File: config.mk
export PLATFORM = sky130hd
export DESIGN_NAME = trx_mode_sequencer_flat
export DESIGN_NICKNAME = d
export VERILOG_FILES = /design/src/rtl/trx_mode_sequencer_pkg.sv /design/src/rtl/trx_mode_sequencer_if.sv /design/src/rtl/trx_mode_sequencer_tx_limiter.sv /design/src/rtl/trx_mode_sequencer.sv /design/src/flat_wrapper.sv
export SDC_FILE = /design/constraint.sdc
export NUM_CORES = 1
export LEC_CHECK = 0
export CELL_PAD_IN_SITES_DETAIL_PLACEMENT = 0
export CELL_PAD_IN_SITES_GLOBAL_PLACEMENT = 1
export CORE_UTILIZATION = 49
export DETAILED_ROUTE_END_ITERATION = 12
export PLACE_DENSITY = 0.84
export SYNTH_ARGS = -nofsm -noshare
export SYNTH_HDL_FRONTEND = slang
export SYNTH_HIERARCHICAL = 1
export SYNTH_SLANG_ARGS = --single-unit
File: constraint.sdc
create_clock -name clk -period 6.2 [get_ports clk]
set_clock_uncertainty 0.05 [all_clocks]
set_input_delay 1.55 -clock clk [delete_from_list [all_inputs] [get_ports clk]]
set_output_delay 1.55 -clock clk [all_outputs]
set_load 0.02 [all_outputs]
File: src/rtl/trx_mode_sequencer_pkg.sv
// Mode and FSM encodings shared by the T/R mode sequencer.
// Optional CW radar mode (11) is enabled by defining TRX_CW_MODE_EN.
package trx_pkg;

    localparam logic [1:0] MODE_STBY = 2'b00;
    localparam logic [1:0] MODE_RX   = 2'b01;
    localparam logic [1:0] MODE_TX   = 2'b10;
    localparam logic [1:0] MODE_CW   = 2'b11;

    typedef enum logic [1:0] {
        ST_STBY   = 2'd0,
        ST_GUARD  = 2'd1,
        ST_ACTIVE = 2'd2
    } state_e;

`ifdef TRX_CW_MODE_EN
    localparam bit CW_EN = 1'b1;
`else
    localparam bit CW_EN = 1'b0;
`endif

    // CW (BS1 TX / BS2 RX) is only a legal request when the build enables it
    function automatic logic mode_legal(input logic [1:0] mode);
        return CW_EN || (mode != MODE_CW);
    endfunction

endpackage

File: src/rtl/trx_mode_sequencer_if.sv
// Host command handshake into the T/R mode sequencer.
interface trx_mode_sequencer_if;
    logic       i_cmd_valid;
    logic [1:0] i_cmd_mode;
    logic       o_cmd_ready;

    modport master (output i_cmd_valid, output i_cmd_mode, input  o_cmd_ready);
    modport slave  (input  i_cmd_valid, input  i_cmd_mode, output o_cmd_ready);
endinterface

File: src/rtl/trx_mode_sequencer_tx_limiter.sv
// Continuous-transmit duration counter; trip marks the edge on which TX must drop.
module trx_tx_limiter #(
    parameter int unsigned MAX_TX_CYC = 100000
) (
    input  logic clk,
    input  logic rst,
    input  logic tx_on,
    input  logic clear,
    output logic trip
);

    localparam int unsigned TXC_W = (MAX_TX_CYC > 0) ? $clog2(MAX_TX_CYC + 1) : 1;

    generate
        if (MAX_TX_CYC == 0) begin : g_off
            assign trip = 1'b0;
        end else begin : g_on
            logic [TXC_W-1:0] cnt_q;
            logic [TXC_W-1:0] cnt_d;

            // Saturating so a command that overrides a trip cannot wrap the count
            always_comb begin
                cnt_d = cnt_q;
                if (clear) begin
                    cnt_d = '0;
                end else if (tx_on && (cnt_q != TXC_W'(MAX_TX_CYC))) begin
                    cnt_d = cnt_q + TXC_W'(1);
                end
            end

            always_ff @(posedge clk or posedge rst) begin
                if (rst) cnt_q <= '0;
                else     cnt_q <= cnt_d;
            end

            // Count holds completed TX cycles, so this edge ends cycle MAX_TX_CYC
            assign trip = tx_on && (cnt_q >= TXC_W'(MAX_TX_CYC - 1));
        end
    endgenerate

endmodule

File: src/rtl/trx_mode_sequencer.sv
// Module_TX/Module_RX mode sequencer with standby guard and PA transmit-time limit.
// Defining TRX_CW_MODE_EN makes mode 11 (CW radar) a legal command.
module trx_mode_sequencer
    import trx_pkg::*;
#(
    parameter int unsigned GUARD_CYC  = 16,
    parameter int unsigned MAX_TX_CYC = 100000
) (
    input  logic                 clk,
    input  logic                 rst,
    trx_mode_sequencer_if.slave  cmd,
    output logic                 o_Module_TX,
    output logic                 o_Module_RX,
    output logic                 o_busy,
    output logic [1:0]           o_cur_mode,
    output logic                 o_tx_timeout,
    output logic                 o_cmd_err
);

    localparam int unsigned GW = $clog2(GUARD_CYC + 1);

    state_e         state_q, state_d;
    logic [1:0]     mode_q, mode_d;
    logic [1:0]     target_q, target_d;
    logic [GW-1:0]  gcnt_q, gcnt_d;
    logic           timeout_q, timeout_d;
    logic           err_q, err_d;
    logic           ready_q, busy_q;
    logic           accept_c, tx_clr_c, trip;

    assign accept_c = cmd.i_cmd_valid && ready_q;
    assign tx_clr_c = mode_d[1] && !mode_q[1];

    trx_tx_limiter #(.MAX_TX_CYC(MAX_TX_CYC)) u_tx_limiter (
        .clk   (clk),
        .rst   (rst),
        .tx_on (mode_q[1]),
        .clear (tx_clr_c),
        .trip  (trip)
    );

    always_comb begin
        state_d   = state_q;
        mode_d    = mode_q;
        target_d  = target_q;
        gcnt_d    = gcnt_q;
        timeout_d = timeout_q;
        err_d     = 1'b0;
        case (state_q)
            ST_GUARD: begin
                if (gcnt_q == GW'(GUARD_CYC - 1)) begin
                    state_d = ST_ACTIVE;
                    mode_d  = target_q;
                end else begin
                    gcnt_d = gcnt_q + GW'(1);
                end
            end
            default: begin
                // A legal command on the trip edge wins over the timeout
                if (accept_c && mode_legal(cmd.i_cmd_mode)) begin
                    timeout_d = 1'b0;
                    if (cmd.i_cmd_mode != mode_q) begin
                        mode_d = MODE_STBY;
                        if (cmd.i_cmd_mode == MODE_STBY) begin
                            state_d = ST_STBY;
                        end else begin
                            state_d  = ST_GUARD;
                            target_d = cmd.i_cmd_mode;
                            gcnt_d   = '0;
                        end
                    end
                end else begin
                    err_d = accept_c;
                    if (trip) begin
                        state_d   = ST_STBY;
                        mode_d    = MODE_STBY;
                        timeout_d = 1'b1;
                    end
                end
            end
        endcase
    end

    always_ff @(posedge clk or posedge rst) begin
        if (rst) begin
            state_q   <= ST_STBY;
            mode_q    <= MODE_STBY;
            target_q  <= MODE_STBY;
            gcnt_q    <= '0;
            timeout_q <= 1'b0;
            err_q     <= 1'b0;
            ready_q   <= 1'b1;
            busy_q    <= 1'b0;
        end else begin
            state_q   <= state_d;
            mode_q    <= mode_d;
            target_q  <= target_d;
            gcnt_q    <= gcnt_d;
            timeout_q <= timeout_d;
            err_q     <= err_d;
            ready_q   <= (state_d != ST_GUARD);
            busy_q    <= (state_d == ST_GUARD);
        end
    end

    assign cmd.o_cmd_ready = ready_q;
    assign o_Module_TX     = mode_q[1];
    assign o_Module_RX     = mode_q[0];
    assign o_cur_mode      = mode_q;
    assign o_busy          = busy_q;
    assign o_tx_timeout    = timeout_q;
    assign o_cmd_err       = err_q;

endmodule

File: src/flat_wrapper.sv
// flat-port wrapper written by rule: the top's interface ports become plain ports
module trx_mode_sequencer_flat import trx_pkg::*;
#(
    parameter int unsigned GUARD_CYC  = 16,
    parameter int unsigned MAX_TX_CYC = 100000
)
  (clk, rst, o_Module_TX, o_Module_RX, o_busy, o_cur_mode, o_tx_timeout, o_cmd_err, cmd_i_cmd_valid, cmd_i_cmd_mode, cmd_o_cmd_ready);
  trx_mode_sequencer_if cmd_i ();
  input  logic clk;
  input  logic rst;
  output logic o_Module_TX;
  output logic o_Module_RX;
  output logic o_busy;
  output logic [1:0] o_cur_mode;
  output logic o_tx_timeout;
  output logic o_cmd_err;
  input wire logic [$bits(cmd_i.i_cmd_valid)-1:0] cmd_i_cmd_valid;
  input wire logic [$bits(cmd_i.i_cmd_mode)-1:0] cmd_i_cmd_mode;
  output wire logic [$bits(cmd_i.o_cmd_ready)-1:0] cmd_o_cmd_ready;
  assign cmd_i.i_cmd_valid = cmd_i_cmd_valid;
  assign cmd_i.i_cmd_mode = cmd_i_cmd_mode;
  assign cmd_o_cmd_ready = cmd_i.o_cmd_ready;
  trx_mode_sequencer #(.GUARD_CYC(GUARD_CYC), .MAX_TX_CYC(MAX_TX_CYC)) u_core (.clk(clk), .rst(rst), .cmd(cmd_i), .o_Module_TX(o_Module_TX), .o_Module_RX(o_Module_RX), .o_busy(o_busy), .o_cur_mode(o_cur_mode), .o_tx_timeout(o_tx_timeout), .o_cmd_err(o_cmd_err));
endmodule
* Word-level counts from Yosys, hierarchy flattened
Cells that the tools add are included.
** Word-level totals
- RAM bits :: 0
- Memories :: 0
- Register bits after elaboration :: 32
- Latch bits :: 0
- Output and inout port bits :: 8
- Logic and storage cells :: 64
- Memory bits (read-only) :: 0
** Operators by class
- Multiply operators :: 0
- Div/mod/pow operators :: 0
- Order comparisons :: 1
- Bitwise gates (word level) :: 2
- Reduce and logical (&&, ||, !) cells :: 16
- Mux-type cells :: 22
- Eq/ne operators :: 11
- Shifts and indexed selects :: 0
- $add $sub $neg :: 2
** Operator list (count)
- $mux W17 :: 2
- $mux W5 :: 5
- $mux W2 :: 10
- $add A17 B1 Y17 const B :: 1
- $ge A17 B17 Y1 const B :: 1
- $ne A17 B17 Y1 const B :: 1
- $reduce_and A4 Y1 :: 2
- $reduce_bool A2 Y1 :: 4
- $ne A2 B2 Y1 const B :: 3
- $add A5 B1 Y5 const B :: 1
- $eq A5 B4 Y1 const B :: 1
- $logic_and A1 B1 Y1 :: 5
- $mux W1 :: 5
- $eq A2 B1 Y1 const B :: 2
- $ne A2 B1 Y1 const B :: 2
- $ne A3 B3 Y1 const B :: 1
- $reduce_and A3 Y1 :: 1
- $reduce_bool A3 Y1 :: 1
- $logic_not A2 Y1 :: 1
- $ne A2 B2 Y1 :: 1
- $not A1 Y1 :: 2
- $reduce_and A2 Y1 :: 1
- $logic_not A1 Y1 :: 1

* Depth between registers and ports, before layout
- Word-level depth :: 7
- Depth in mapped cells :: 10
- Gate-level depth less buffers :: 9

* Modules after synthesis
Netlist, hierarchy kept.
** Modules (own cells, without submodules)
- trx_tx_limiter :: area an instance 1016.0 sq um, cells each 111, instances 1, seq. area each 425.4 sq um
- trx_mode_sequencer :: area an instance 793.3 sq um, cells each 76, instances 1, seq. area each 376.6 sq um

* Worst setup path after synthesis
No wires, ideal clock.
- Path kind :: input port to flip-flop
- From :: input port cmd_i_cmd_mode[0]
- To :: register u_core.target_q[0]
- Cell stages on the path :: 4
- Path buffers :: 1
- Setup slack :: 3497 ps
- Library setup time :: 125 ps
- Arrival time :: 2528 ps
- Cells stage by stage :: buf_2 xor2_1 o2111a_1 mux2_2
** On the way
- Word-level cells in the longest chain between the ends :: 3
- Elaborated cells on any way between the ends :: 6
** RTL lines
- start, declared :: line flat_wrapper.sv:18 : input wire logic [$bits(cmd_i.i_cmd_mode)-1:0] cmd_i_cmd_mode;
- $ne A2 B2 Y1 or $logic_not A2 Y1 (tied branches) :: line trx_mode_sequencer_pkg.sv:24, trx_mode_sequencer.sv:64
- $logic_and A1 B1 Y1 or $not A1 Y1 (tied branches)
- $reduce_and A4 Y1 (no line)
- end signal, assigned :: line trx_mode_sequencer.sv:97 : target_q <= target_d;
- end, declared :: line trx_mode_sequencer.sv:24 : logic [1:0] target_q, target_d;
Several ways; a longest one is shown, not always the timed one.
A chain may end at the register's enable or synchronous reset.

* Final worst setup path
- From :: register u_core.mode_q[1] (netlist: u_core/o_cur_mode[1])
- To :: output port o_Module_TX
** RTL lines
- start, declared :: line trx_mode_sequencer.sv:23 : logic [1:0] mode_q, mode_d;
- start signal, assigned :: line trx_mode_sequencer.sv:96 : mode_q <= mode_d;
- end, declared :: line flat_wrapper.sv:11 : output logic o_Module_TX;
No word-level cell between the ends.

==> metrics.txt <==
hold-fix buffers at CTS 0; via count 1438; Port Buffer Count 12; Final nets 207; met3 Use GR 5.474%; data required time of the worst path 4.60 ns; syn nets 196; Syn Area/Cell 9.675 um2; worst min path class register to register; Via-to-Cell Ratio 5.869; ys async rst share 100.0%; post-synth top area share 42.88%; crit end category primary output; flop-to-flop setup slack 3.78 ns; first-pass GRT wire length 6058 um; final period utilization 52.99%; DRC Markers 0; clock share of power 23.7%; clk sinks 32; setup TNS 0 ns; delay-heaviest family, CP buffers and inverters; # resized after CTS 0; vias in the first global route 1352; Setup WS pre-CTS 2.920 ns; synthesized flop and latch total 32; startpoint class of the critical path register; net switching power 305.2 uW; maximum VDD drop 214.0 uV; antenna cells 0; Final Hold Slack 0.4695 ns; critical-path cell list clkdlybuf4s50_1; Top Usage Layer GRT met2; clock buffer depth 2; # Post-CTS Setup Buffers 0; Sw Ratio 36.83%; most common library cells after synthesis 31 x dfrtp_1, 14 x nand2_1, 12 x inv_1, 12 x nor2_1, 8 x xnor2_1; leakage power 0.0008813 uW; fmax 0.3044 GHz; Synth-to-Final Area Change 13.69%; Post-synth EDFFs 0; Pwr Total 828.5 uW; PD cells 402.8 nW/um2; GR Layer Usage met1 23.22%; final hold violations 0; crit-path max cell delay 0.71 ns; aggregate global routing overflow 0; clk_lat worst skew 0.28 ns; CTS tree built; largest net degree at the start of global routing 21; status complete, no violations; Slew @ Worst Pin 0.6395 ns; Netlist cell types 55; RSZ-0062 raised after global routing no; layout cells sized above 1 9.045%; gr usage total 19.63%; cell taking the most area after synthesis dfrtp_1; initial antenna violation count 0; DP HPWL 2482 um; Routed Antenna Nets 0; Buf/Inv on CP 1; most common cell in the netlist dfrtp_1; Sequential Power Share 41.3%; Clock Pin Slew Worst Setup and Hold Paths 0.07 ns; # setup viols final 0; drt first pass iters 4; CP max FO 15; average wire per standard cell 14.31 um; Routed WL 3506 um; Die Ht 62.77 um; Cells after Synth 187; row count 21; fillers 308; io pins 13; final RePlAce weighted congestion 0.7598; Critical Path Slowest Stage Cell clkdlybuf4s50_1; Area contributors post-synth dfrtp_1 43%, xnor2_1 3.9%, nand2_1 2.9%; MaxCap Viol Count 0; overall die width 62.77 um; cts bufs inserted 5; initial core utilization 52.56%; sequential-to-total area share from yosys stat 44.33%; Logic pwr share 35.0%; worst path arrival time 1.69 ns; critical setup path kind register to primary output; Synth Warn # 6; PnR worst setup slack 2.915 ns; initial DRC count 117; met2 Use GR 33.56%; H-tree depth 2; slew margin rel. 57.32%; Clock Tree Root clkbuf_8; dominant synthesized flop cell dfrtp_1; core box area 3442 um2; synthesized area 1809 um2; fin. max-slew vios 0; total die area 3939 um2; Int Pwr 523.3 uW; min Tclk post-route 3.285 ns
final cells by class:
type	count	area, um2	area share (%)
Clock inverter	2	35.03	1.703
Timing Repair Buffer	13	127.6	6.204
Multi-Input combinational cell	134	917.1	44.59
Inverter	12	45.04	2.190
Tap cell	46	57.56	2.798
Clock buffer	6	72.57	3.528
Sequential cell	32	802.0	38.99
metrics by stage:
| step | cell area (um2) | util (%) | std cells |
|---|---|---|---|
| 3_5_place_dp | 1949 | 56.63 | 237 |
| 4_1_cts | 2057 | 59.76 | 245 |
| 6_report | 2057 | 59.76 | 245 |
| 2_1_floorplan | 1809 | - | 187 |
| 3_3_place_gp | 1949 | 56.63 | 237 |
| 5_1_grt | 2057 | 59.76 | 245 |
flip-flops by register name, indices dropped and copies added (netlist names):
| register | cells |
|---|---|
| u_core/gcnt_q | 5 |
| u_core/o_cur_mode | 2 |
| u_core/o_cmd_err | 1 |
| u_core/state_q | 2 |
| u_core/o_tx_timeout | 1 |
| u_core/u_tx_limiter/g_on.cnt_q | 17 |
| u_core/cmd.o_cmd_ready | 1 |
| u_core/o_busy | 1 |
| u_core/target_q | 2 |
logic make-up after synthesis:
| logic type | after synthesis | share of synthesized area (%) |
|---|---|---|
| compound gates | 37 | 14.87 |
| xor+xnor | 13 | 6.293 |
| fa+ha+maj | 4 | 2.766 |
| buf+inv | 21 | 5.255 |
| flops | 32 | 44.33 |
| mux | 5 | 2.905 |
| simple gates | 75 | 23.58 |
cells in the final DEF, fill, tap and decap left out, types with 3 or more instances in the layout:
cell type	netlist	final
dfrtp_1	31	31
nand2_1	14	14
clkdlybuf4s50_1	0	12
inv_1	12	12
nor2_1	12	12
xnor2_1	8	8
a21oi_1	7	7
nand4_1	7	7
o21ai_0	6	6
nand3_1	6	6
clkbuf_8	0	5
xor2_1	5	5
a31oi_1	4	4
and3_1	4	4
ha_1	4	4
nor4_1	4	4
or3_1	4	4
nand2b_1	3	3
nor3b_1	3	3
mux2i_1	3	3
per-layer routing:
metal	part of all wire [%]	routed length [um]	vias up
li1	-	-	699
met1	44	1547	713
met2	52	1810	24
met3	3.6	127	2
met4	0.57	20	0
met5	0	0	-
power groups by stage:
stage               Clock (uW)  Sequential [uW]  Combinational (uW)
floorplan                    0              340                 214
global route               213              352                 323
global placement             0              343                 281
detailed placement           0              345                 292
CTS                        202              342                 293
finish                     196              342                 290
path summary, 6_finish.rpt:
| check | from | endpoint | cells past startpoint |
|---|---|---|---|
| setup / recovery | u_core/o_cur_mode[1]$_DFF_PP0_ | o_Module_TX | 1 |
| hold reg to reg | u_core/target_q[0]$_DFFE_PP0P_ | u_core/target_q[0]$_DFFE_PP0P_ | 1 |
| min in group asynchronous | rst | u_core/gcnt_q[2]$_DFFE_PP0P_ | 2 |
| max in group asynchronous | rst | u_core/u_tx_limiter/g_on.cnt_q[0]$_DFFE_PP0P_ | 2 |
| hold / removal | u_core/target_q[0]$_DFFE_PP0P_ | u_core/target_q[0]$_DFFE_PP0P_ | 1 |
| setup reg to reg | u_core/gcnt_q[0]$_DFFE_PP0P_ | u_core/u_tx_limiter/g_on.cnt_q[0]$_DFFE_PP0P_ | 10 |
Note: power is estimated with default switching activity, not from simulation.
